<file path="config.mk">
export PLATFORM = sky130hd
export DESIGN_NAME = led_pattern_scheduler
export DESIGN_NICKNAME = d
export VERILOG_FILES = /design/src/rtl/led_pattern_scheduler_pkg.sv /design/src/rtl/led_pattern_scheduler_step_gen.sv /design/src/rtl/led_pattern_scheduler.sv
export SDC_FILE = /design/constraint.sdc
export NUM_CORES = 1
export LEC_CHECK = 0
export CAP_MARGIN = 20
export CORE_MARGIN = 1
export CORE_UTILIZATION = 45
export CTS_CLUSTER_DIAMETER = 50
export CTS_CLUSTER_SIZE = 14
export DETAILED_ROUTE_END_ITERATION = 7
export REMOVE_ABC_BUFFERS = 1
export SLEW_MARGIN = 30
export SYNTH_ARGS = -nofsm -noshare
export SYNTH_HDL_FRONTEND = slang
export SYNTH_SLANG_ARGS = --single-unit
</file>
<file path="constraint.sdc">
create_clock -name clk -period 6.2 [get_ports clk]
set_input_delay 0.62 -clock clk [delete_from_list [all_inputs] [get_ports clk]]
set_output_delay 0.62 -clock clk [all_outputs]
set_load 0.02 [all_outputs]
</file>
<file path="src/rtl/led_pattern_scheduler_pkg.sv">
// Shared definitions for the LED pattern scheduler: pattern codes, LED width
// and the per-pattern LED encodings.
package led_pkg;

    localparam int LED_W = 8;

    typedef enum logic [1:0] {
        PAT_CHECK = 2'd0,
        PAT_SCAN  = 2'd1,
        PAT_COUNT = 2'd2,
        PAT_BAR   = 2'd3
    } pat_e;

    function automatic logic [LED_W-1:0] scan_mask(input logic [2:0] pos);
        return 8'd1 << pos;
    endfunction

    // Level 8 lights every LED, so the mask is formed one bit wider before truncating.
    function automatic logic [LED_W-1:0] bar_mask(input logic [3:0] level);
        logic [LED_W:0] m;
        m = (9'd1 << level) - 9'd1;
        return m[LED_W-1:0];
    endfunction

endpackage

</file>
<file path="src/rtl/led_pattern_scheduler_step_gen.sv">
// Animation prescaler: counts 0..DIVISOR-1 while enabled and flags the last count
// as a step; a synchronous clear restarts the period.
module step_gen #(
    parameter int unsigned DIVISOR = 32'd50000000
) (
    input  logic clk,
    input  logic rst,
    input  logic i_en,
    input  logic i_clr,
    output logic o_step
);

    localparam int unsigned CW = (DIVISOR > 32'd1) ? $clog2(DIVISOR) : 1;
    localparam logic [CW-1:0] LAST = CW'(DIVISOR - 32'd1);

    logic [CW-1:0] r_cnt;
    logic          w_hit;

    assign w_hit  = (r_cnt == LAST);
    assign o_step = w_hit & i_en;

    // Prescaler count; clear wins over counting, pause holds the value.
    always_ff @(posedge clk) begin
        if (!rst) begin
            r_cnt <= '0;
        end else if (i_clr) begin
            r_cnt <= '0;
        end else if (i_en) begin
            if (w_hit) begin
                r_cnt <= '0;
            end else begin
                r_cnt <= r_cnt + CW'(1'b1);
            end
        end else begin
            r_cnt <= r_cnt;
        end
    end

endmodule

</file>
<file path="src/rtl/led_pattern_scheduler.sv">
// Drives the 8 board LEDs through CHECK/SCAN/COUNT/BAR animations, advancing the
// pattern on a button edge or, in auto mode, after DWELL animation steps.
module led_pattern_scheduler
    import led_pkg::*;
#(
    parameter int unsigned DIVISOR = 32'd50000000,
    parameter int unsigned DWELL   = 32'd16
) (
    input  logic             clk,
    input  logic             rst,
    input  logic             btn_next,
    input  logic             auto_mode,
    input  logic             pause,
    output logic [LED_W-1:0] led,
    output logic [1:0]       pattern_id,
    output logic             step
);

    localparam int unsigned DW_W = $clog2(DWELL + 32'd1);
    localparam logic [DW_W-1:0] DWELL_LAST = DW_W'(DWELL - 32'd1);

    logic             w_step;
    logic             w_btn_edge;
    logic             w_auto_adv;
    logic             w_advance;
    logic             w_en;

    pat_e             r_pat,   w_pat_nxt;
    logic             r_btn_prev;
    logic [DW_W-1:0]  r_dwell, w_dwell_nxt;
    logic             r_chk,   w_chk_nxt;
    logic [2:0]       r_pos,   w_pos_nxt;
    logic             r_up,    w_up_nxt;
    logic [7:0]       r_cnt,   w_cnt_nxt;
    logic [3:0]       r_lvl,   w_lvl_nxt;
    logic [LED_W-1:0] r_led,   w_led_nxt;

    assign w_en       = ~pause;
    assign w_btn_edge = btn_next & ~r_btn_prev;
    assign w_auto_adv = w_step & auto_mode & (r_dwell == DWELL_LAST);
    // A button edge coinciding with an auto advance still yields a single advance.
    assign w_advance  = w_btn_edge | w_auto_adv;

    step_gen #(
        .DIVISOR(DIVISOR)
    ) u_step_gen (
        .clk   (clk),
        .rst   (rst),
        .i_en  (w_en),
        .i_clr (w_advance),
        .o_step(w_step)
    );

    // State register: pattern, per-pattern animation state, dwell, button history, LED drive.
    always_ff @(posedge clk) begin
        if (!rst) begin
            r_pat      <= PAT_CHECK;
            r_btn_prev <= 1'b1;
            r_dwell    <= '0;
            r_chk      <= 1'b0;
            r_pos      <= 3'd0;
            r_up       <= 1'b1;
            r_cnt      <= 8'd0;
            r_lvl      <= 4'd0;
            r_led      <= 8'h55;
        end else begin
            r_pat      <= w_pat_nxt;
            r_btn_prev <= btn_next;
            r_dwell    <= w_dwell_nxt;
            r_chk      <= w_chk_nxt;
            r_pos      <= w_pos_nxt;
            r_up       <= w_up_nxt;
            r_cnt      <= w_cnt_nxt;
            r_lvl      <= w_lvl_nxt;
            r_led      <= w_led_nxt;
        end
    end

    // Next-state logic: an advance reloads initial state and drops that cycle's step.
    always_comb begin
        w_pat_nxt = r_pat;
        w_chk_nxt = r_chk;
        w_pos_nxt = r_pos;
        w_up_nxt  = r_up;
        w_cnt_nxt = r_cnt;
        w_lvl_nxt = r_lvl;
        if (w_advance) begin
            w_pat_nxt = pat_e'(r_pat + 2'd1);
            w_chk_nxt = 1'b0;
            w_pos_nxt = 3'd0;
            w_up_nxt  = 1'b1;
            w_cnt_nxt = 8'd0;
            w_lvl_nxt = 4'd0;
        end else if (w_step) begin
            case (r_pat)
                PAT_CHECK: w_chk_nxt = ~r_chk;
                PAT_SCAN: begin
                    if (r_up) begin
                        if (r_pos == 3'd7) begin
                            w_pos_nxt = 3'd6;
                            w_up_nxt  = 1'b0;
                        end else begin
                            w_pos_nxt = r_pos + 3'd1;
                        end
                    end else begin
                        if (r_pos == 3'd0) begin
                            w_pos_nxt = 3'd1;
                            w_up_nxt  = 1'b1;
                        end else begin
                            w_pos_nxt = r_pos - 3'd1;
                        end
                    end
                end
                PAT_COUNT: w_cnt_nxt = r_cnt + 8'd1;
                PAT_BAR:   w_lvl_nxt = (r_lvl == 4'd8) ? 4'd0 : r_lvl + 4'd1;
                default:   w_chk_nxt = r_chk;
            endcase
        end else begin
            w_pat_nxt = r_pat;
        end

        if (!auto_mode || w_advance) begin
            w_dwell_nxt = '0;
        end else if (w_step) begin
            w_dwell_nxt = r_dwell + DW_W'(1'b1);
        end else begin
            w_dwell_nxt = r_dwell;
        end
    end

    // Output logic: LED image of the next state, registered into r_led.
    always_comb begin
        case (w_pat_nxt)
            PAT_CHECK: w_led_nxt = w_chk_nxt ? 8'hAA : 8'h55;
            PAT_SCAN:  w_led_nxt = scan_mask(w_pos_nxt);
            PAT_COUNT: w_led_nxt = w_cnt_nxt;
            PAT_BAR:   w_led_nxt = bar_mask(w_lvl_nxt);
            default:   w_led_nxt = 8'h55;
        endcase
    end

    assign led        = r_led;
    assign pattern_id = r_pat;
    assign step       = w_step;

endmodule
</file>
# Word level (Yosys, flattened, before mapping)
# Index checks and enable logic that the tools add are counted.
[classes] bitwise=9 n_mux=23 shift=2 reduce_logical=8 n_eq_ne=10 addsub=8
[ops] operator="8-bit 2-to-1 mux" count=4
[ops] operator="8-bit case mux with 4 select lines" count=1
[ops] operator="26-bit by 1-bit adder with 26-bit output (second input constant)" count=1
[ops] operator="26-bit == test (second input constant)" count=1
[ops] operator="26-bit 2-to-1 mux" count=1
[ops] operator="3-bit 2-to-1 mux" count=6
[ops] operator="4-bit 2-to-1 mux" count=4
[ops] operator="8-bit by 1-bit adder with 8-bit output (second input constant)" count=1
[ops] operator="2-bit == test (second input constant)" count=4
[ops] operator="1-bit by 3-bit << shifter with 8-bit output (first input constant)" count=1
[ops] operator="1-bit by 4-bit << shifter with 8-bit output (first input constant)" count=1
[ops] operator="8-bit by 1-bit subtractor with 8-bit output (second input constant)" count=1
[ops] operator="1-bit 2-to-1 mux" count=6
[ops] operator="5-bit by 1-bit adder with 5-bit output (second input constant)" count=1
[ops] operator="5-bit by 4-bit == test with 1-bit output (second input constant)" count=1
[ops] operator="4-bit by 1-bit adder with 4-bit output (second input constant)" count=1
[ops] operator="1-bit bitwise AND" count=4
[ops] operator="2-bit by 1-bit == test with 1-bit output (second input constant)" count=2
[ops] operator="4-bit == test (second input constant)" count=1
[ops] operator="2-bit logical NOT" count=2
[ops] operator="1-bit inverter" count=4
[ops] operator="2-bit OR reduction" count=2
[ops] operator="3-bit by 1-bit adder with 3-bit output (second input constant)" count=1
[ops] operator="3-bit == test (second input constant)" count=1
[ops] operator="other kinds (8)" count=8
[totals] word_cells=70 regBits=59 output_inout_bits=11 inputBits=5

# Logic depth before layout (Yosys ltp)
[logic_depth] word_depth=9 mapped_depth=12 mapped_depth_nobuf=12

# Modules after synthesis
# A second synthesis with hierarchy kept.
[hier_totals] hier_cells=398 hier_area_um2=3383.2
[modules_own_cells] mod="led_pattern_scheduler" cells_per_inst=237 n_inst=1 seq_area_each_um2=660.6 area_each_um2=2050.7
[modules_own_cells] mod="step_gen" cells_per_inst=161 n_inst=1 seq_area_each_um2=520.5 area_each_um2=1332.5

# Worst setup path after synthesis
# No wires, ideal clock.
[synth_path] path_kind="input to register" startpoint="input pause" endpoint="register r_led[4] (netlist: led[4])" stages=10 t_arrival_ns=2.949 setup_slack_ns=3.193 path_cell_list="nand3b_1 > nor4_1 > nand4_1 > mux2_2 > o21ai_1 > nand3_1 > ha_1 > or3b_1 > a211oi_1 > a2111o_1"
[synth_between] elab_chain_len=9 word_cells_on_any_way=23 cone_classes="add/sub: 1; eq/ne: 3; shift: 2; mux: 11; bitwise: 5; reduce/logical: 1"
[synth_rtl] item="from (decl)" line="led_pattern_scheduler.sv:13" rtl="input logic pause,"
[synth_rtl] item="1-bit inverter (*)" line="led_pattern_scheduler.sv:38" rtl="assign w_en = ~pause;"
[synth_rtl] item="1-bit bitwise AND (*)" line="led_pattern_scheduler_step_gen.sv:20" rtl="assign o_step = w_hit & i_en;"
[synth_rtl] item="1-bit bitwise AND (2 in series)" line="led_pattern_scheduler.sv:40" rtl="assign w_auto_adv = w_step & auto_mode & (r_dwell == DWELL_LAST);"
[synth_rtl] item="1-bit bitwise OR" line="led_pattern_scheduler.sv:42" rtl="assign w_advance = w_btn_edge | w_auto_adv;"
[synth_rtl] item="4-bit 2-to-1 mux" line="led_pattern_scheduler.sv:87" rtl="if (w_advance) begin"
[synth_rtl] item="1-bit by 4-bit << shifter with 8-bit output" line="led_pattern_scheduler_pkg.sv:21" rtl="m = (9'd1 << level) - 9'd1;"
[synth_rtl] item="8-bit by 1-bit subtractor with 8-bit output" line="led_pattern_scheduler_pkg.sv:21"
[synth_rtl] item="8-bit case mux with 4 select lines (*)" line="led_pattern_scheduler.sv:133" rtl="case (w_pat_nxt)"
[synth_rtl] item="to (signal assigned)" line="led_pattern_scheduler.sv:75" rtl="r_led <= w_led_nxt;"
[synth_rtl] item="to (decl)" line="led_pattern_scheduler.sv:36" rtl="logic [LED_W-1:0] r_led, w_led_nxt;"
# Mark *: on every way between the ends. The rest lies on a longest branch, timed or not.
# A chain may end at the register's enable or synchronous reset.

# Worst setup path in the final report
# Same ends and word-level chain as after synthesis.

==> Flow_metrics.wiki <==
{| class="wikitable"
! Metric !! Value
|-
| Run status || finished clean
|-
| Combined area of all synthesized cells || 3260 sq um
|-
| Total of warnings raised by yosys || 0
|-
| Die height || 87.2 microns
|-
| Final cycle utilization of the critical path || 0.650
|-
| Post-detailed-route count of antenna-violating nets || 0
|-
| Number of DRC markers after the initial detailed-route iteration || 216
|-
| CTS root buffer || sky130_fd_sc_hd__clkbuf_8
|-
| Most repeated cell in the gate-level netlist after synthesis || sky130_fd_sc_hd__nor2_1
|-
| Total via count after detailed routing || 2,667
|-
| Hold slack final || 0.486 ns
|-
| Clock Sinks || 59
|-
| Most instantiated flip-flop cell in the synthesis netlist || sky130_fd_sc_hd__dfxtp_1
|-
| Die footprint || 7600 sq um
|-
| Port-buffer cells || 15
|-
| Worst Tran Pin Value || 0.916 ns
|-
| Average wire length per cell after detail routing || 14.2 microns
|-
| Number of cell rows || 30
|-
| Maximum resistive drop on vdd || 98.7 uV
|-
| Cts hold-fix bufs || 0
|-
| Floorplan core area || 6910 sq um
|-
| Depth of the CTS H-tree || 3
|-
| Fin. Hold Viols || 0
|-
| Min-Delay Path Class || reg -> reg
|-
| Top area cells in the synthesized netlist || sky130_fd_sc_hd__dfxtp_1 (36%), sky130_fd_sc_hd__nor2_1 (6.9%), sky130_fd_sc_hd__xor2_1 (6.7%), sky130_fd_sc_hd__ha_1 (5.8%), sky130_fd_sc_hd__nand2_1 (3.9%)
|-
| Seq/Total Area, Yosys || 0.362
|-
| Pre-antenna DRT Iters || 4
|-
| Worst-case clock skew || 0.00941 ns
|-
| Number of nets in the layout || 416
|-
| DRC errors left || 0
|-
| Number of fill cells in the layout || 689
|-
| All-Layer GR Usage || 0.208
|-
| Gate count after technology mapping || 379
|-
| WS Path Type || in -> reg
|-
| Total of max-cap violations || 0
|-
| CTS clock-pin slew for the worst setup and hold paths || 0.06 ns
|-
| Area overhead of the layout relative to synthesis || 11.6%
|-
| Fraction of layout cells with a size suffix above 1 || 0.0705
|-
| I/O pins || 16
|-
| Required time worst endpoint || 6.47 ns
|-
| Post-CTS setup repair buffer count || 0
|-
| First-pass GRT wire length || 12,100 microns
|-
| Highest achievable clock rate || 248 MHz
|-
| Crit start category || input port
|-
| DP Wirelength || 5170 microns
|-
| Total congestion overflow || 0
|-
| Syn avg cell area || 8.61 sq um
|-
| Shortest clock period the worst path allows after layout || 4.03 ns
|-
| Clock tree from TritonCTS || yes
|-
| Share of the synthesized area in the top cell type || 0.362
|-
| Arrival time of the worst setup path || 4.31 ns
|-
| Antenna violations before repair || 0
|-
| Number of antenna diodes || 0
|-
| Total of endpoints with negative setup slack in the final report || 0
|-
| Unrepaired setup endpoints after global routing || false
|-
| Final-report max-slew violation count || 0
|-
| Leak || 0.00133 uW
|-
| Vias/cell || 5.41
|-
| Last weighted congestion value of the routability-driven placer || 0.893
|-
| Number of flops mapped to enable cells by yosys || 0
|-
| Most area-hungry cell type in the Yosys netlist || sky130_fd_sc_hd__dfxtp_1
|-
| Buffer levels on the longest clock path || 2
|-
| Initial Utilization || 0.472
|-
| Crit-path max FO || 19
|-
| Largest net degree at the start of global routing || 26
|-
| Headroom to the max-slew limit || 0.387
|-
| Endpoint class of the critical path || flop
|-
| Chip Width || 87.2 microns
|-
| Cell variety after synth || 64
|-
| Proportion of register bits with asynchronous set or reset after synthesis || 0
|-
| Clk Latency, worst-skew pair || 0.33 ns
|-
| Number of global-route vias before repair || 2,528
|-
| Number of flip-flops and latches in the synthesized netlist || 59
|-
| Total Negative Setup Slacks || 0 ns
|-
| Cells resized by post-CTS repair || 0
|-
| Most used standard cells in the synthesized netlist || sky130_fd_sc_hd__nor2_1 (60), sky130_fd_sc_hd__dfxtp_1 (59), sky130_fd_sc_hd__nand2_1 (34)
|-
| Pwr dens || 197 nW/um^2
|-
| CTS Buf Count || 9
|-
| Post-detailed-routing wire length || 7020 microns
|}
[final timing paths]
check,slack [ns],start,cells past startpoint,to
setup reg to reg,2.33,u_step_gen.r_cnt[10]$_SDFFE_PP0N_,10,led[4]$_SDFF_PN1_
hold reg to reg,0.49,u_step_gen.r_cnt[1]$_SDFFE_PP0N_,2,u_step_gen.r_cnt[1]$_SDFFE_PP0N_
setup / recovery,2.17,pause,10,led[4]$_SDFF_PN1_
hold / removal,0.49,u_step_gen.r_cnt[1]$_SDFFE_PP0N_,2,u_step_gen.r_cnt[1]$_SDFFE_PP0N_
[metrics by stage]
step / setup slack [ns] / total power (uW) / utilization / instance area, sq um / cells
global route: 1.88 / 747 / 0.527 / 3640 / 493
CTS: 2.26 / 727 / 0.527 / 3640 / 493
global placement: 2.10 / 431 / 0.505 / 3490 / 481
detailed placement: 1.93 / 431 / 0.505 / 3490 / 481
finish: 2.17 / 718 / 0.527 / 3640 / 493
floorplan: 2.95 / 416 / - / 3220 / 370
[report_power, final]
part | switching (uW) | internal (uW)
clock | 136 | 158
sequential | 2.98 | 383
combinational | 23.1 | 14.0
[metal layers]
| layer | share of wire | GRT usage | wire, microns |
|---|---|---|---|
| met1 | 0.51 | 0.289 | 3610 |
| met2 | 0.44 | 0.313 | 3090 |
| met3 | 0.036 | 0.0408 | 255 |
| met4 | 0.0087 | 0.0939 | 61 |
| met5 | 0 | 0 | 0 |
[cells in the final DEF (no fill, tap or decap), types with 3 or more instances in the layout]
master | netlist | routed
sky130_fd_sc_hd__nor2_1 | 60 | 60
sky130_fd_sc_hd__dfxtp_1 | 59 | 59
sky130_fd_sc_hd__nand2_1 | 34 | 34
sky130_fd_sc_hd__xor2_1 | 25 | 25
sky130_fd_sc_hd__nand3_1 | 18 | 18
sky130_fd_sc_hd__inv_1 | 17 | 17
sky130_fd_sc_hd__ha_1 | 15 | 15
sky130_fd_sc_hd__clkdlybuf4s50_1 | 0 | 15
sky130_fd_sc_hd__nand4_1 | 13 | 13
sky130_fd_sc_hd__nor3_1 | 12 | 12
sky130_fd_sc_hd__xnor2_1 | 12 | 12
sky130_fd_sc_hd__clkbuf_8 | 0 | 11
sky130_fd_sc_hd__a21oi_1 | 8 | 8
sky130_fd_sc_hd__nand2b_1 | 6 | 6
sky130_fd_sc_hd__mux2i_1 | 6 | 6
sky130_fd_sc_hd__and3_1 | 4 | 4
sky130_fd_sc_hd__and4_1 | 4 | 4
sky130_fd_sc_hd__a211oi_1 | 4 | 4
sky130_fd_sc_hd__nor4_1 | 4 | 4
sky130_fd_sc_hd__o21ai_0 | 4 | 4
sky130_fd_sc_hd__a31oi_1 | 3 | 3
sky130_fd_sc_hd__nand4b_1 | 3 | 3
sky130_fd_sc_hd__nor4_4 | 3 | 3
sky130_fd_sc_hd__o211ai_1 | 3 | 3
sky130_fd_sc_hd__o21ai_1 | 3 | 3
sky130_fd_sc_hd__a21o_1 | 3 | 3
[sequential cells by signal, summed over array words and instances, names as in the netlist]
| register | count |
|---|---|
| r_lvl | 4 |
| r_pos | 3 |
| pattern_id | 2 |
| led | 8 |
| u_step_gen.r_cnt | 26 |
| r_btn_prev | 1 |
| r_dwell | 5 |
| r_cnt | 8 |
| r_up | 1 |
| r_chk | 1 |
[worst max-delay path, cell delays in order]
cell and delay (ns):
sky130_fd_sc_hd__clkdlybuf4s50_1 0.53, sky130_fd_sc_hd__nand3b_1 0.36, sky130_fd_sc_hd__nor4_4 0.70, sky130_fd_sc_hd__a31oi_2 0.51, sky130_fd_sc_hd__nand2b_1 0.37, sky130_fd_sc_hd__nand3_1 0.12
sky130_fd_sc_hd__ha_1 0.29, sky130_fd_sc_hd__or3b_1 0.39, sky130_fd_sc_hd__a211oi_1 0.28, sky130_fd_sc_hd__a2111o_1 0.14
[kinds of logic (layout without fill, tap and decap cells)]
group	Yosys count	in the layout	synth area share
compound gates	53	53	0.121
xor+xnor	37	37	0.0993
fa+ha+maj	15	15	0.0575
buf+inv	27	45	0.0349
flops	59	59	0.362
mux	7	7	0.0219
simple gates	181	181	0.304
[area by class of cell]
class / instances / area (sq um) / share of cell area
Timing Repair Buffer: 15 / 150 / 0.0412
Tap cell: 96 / 120 / 0.0330
Inverter: 18 / 67.6 / 0.0186
Clock buffer: 12 / 155 / 0.0426
Sequential cell: 59 / 1180 / 0.324
Multi-Input combinational cell: 293 / 1970 / 0.540
Power figures use the tool's default switching activity.
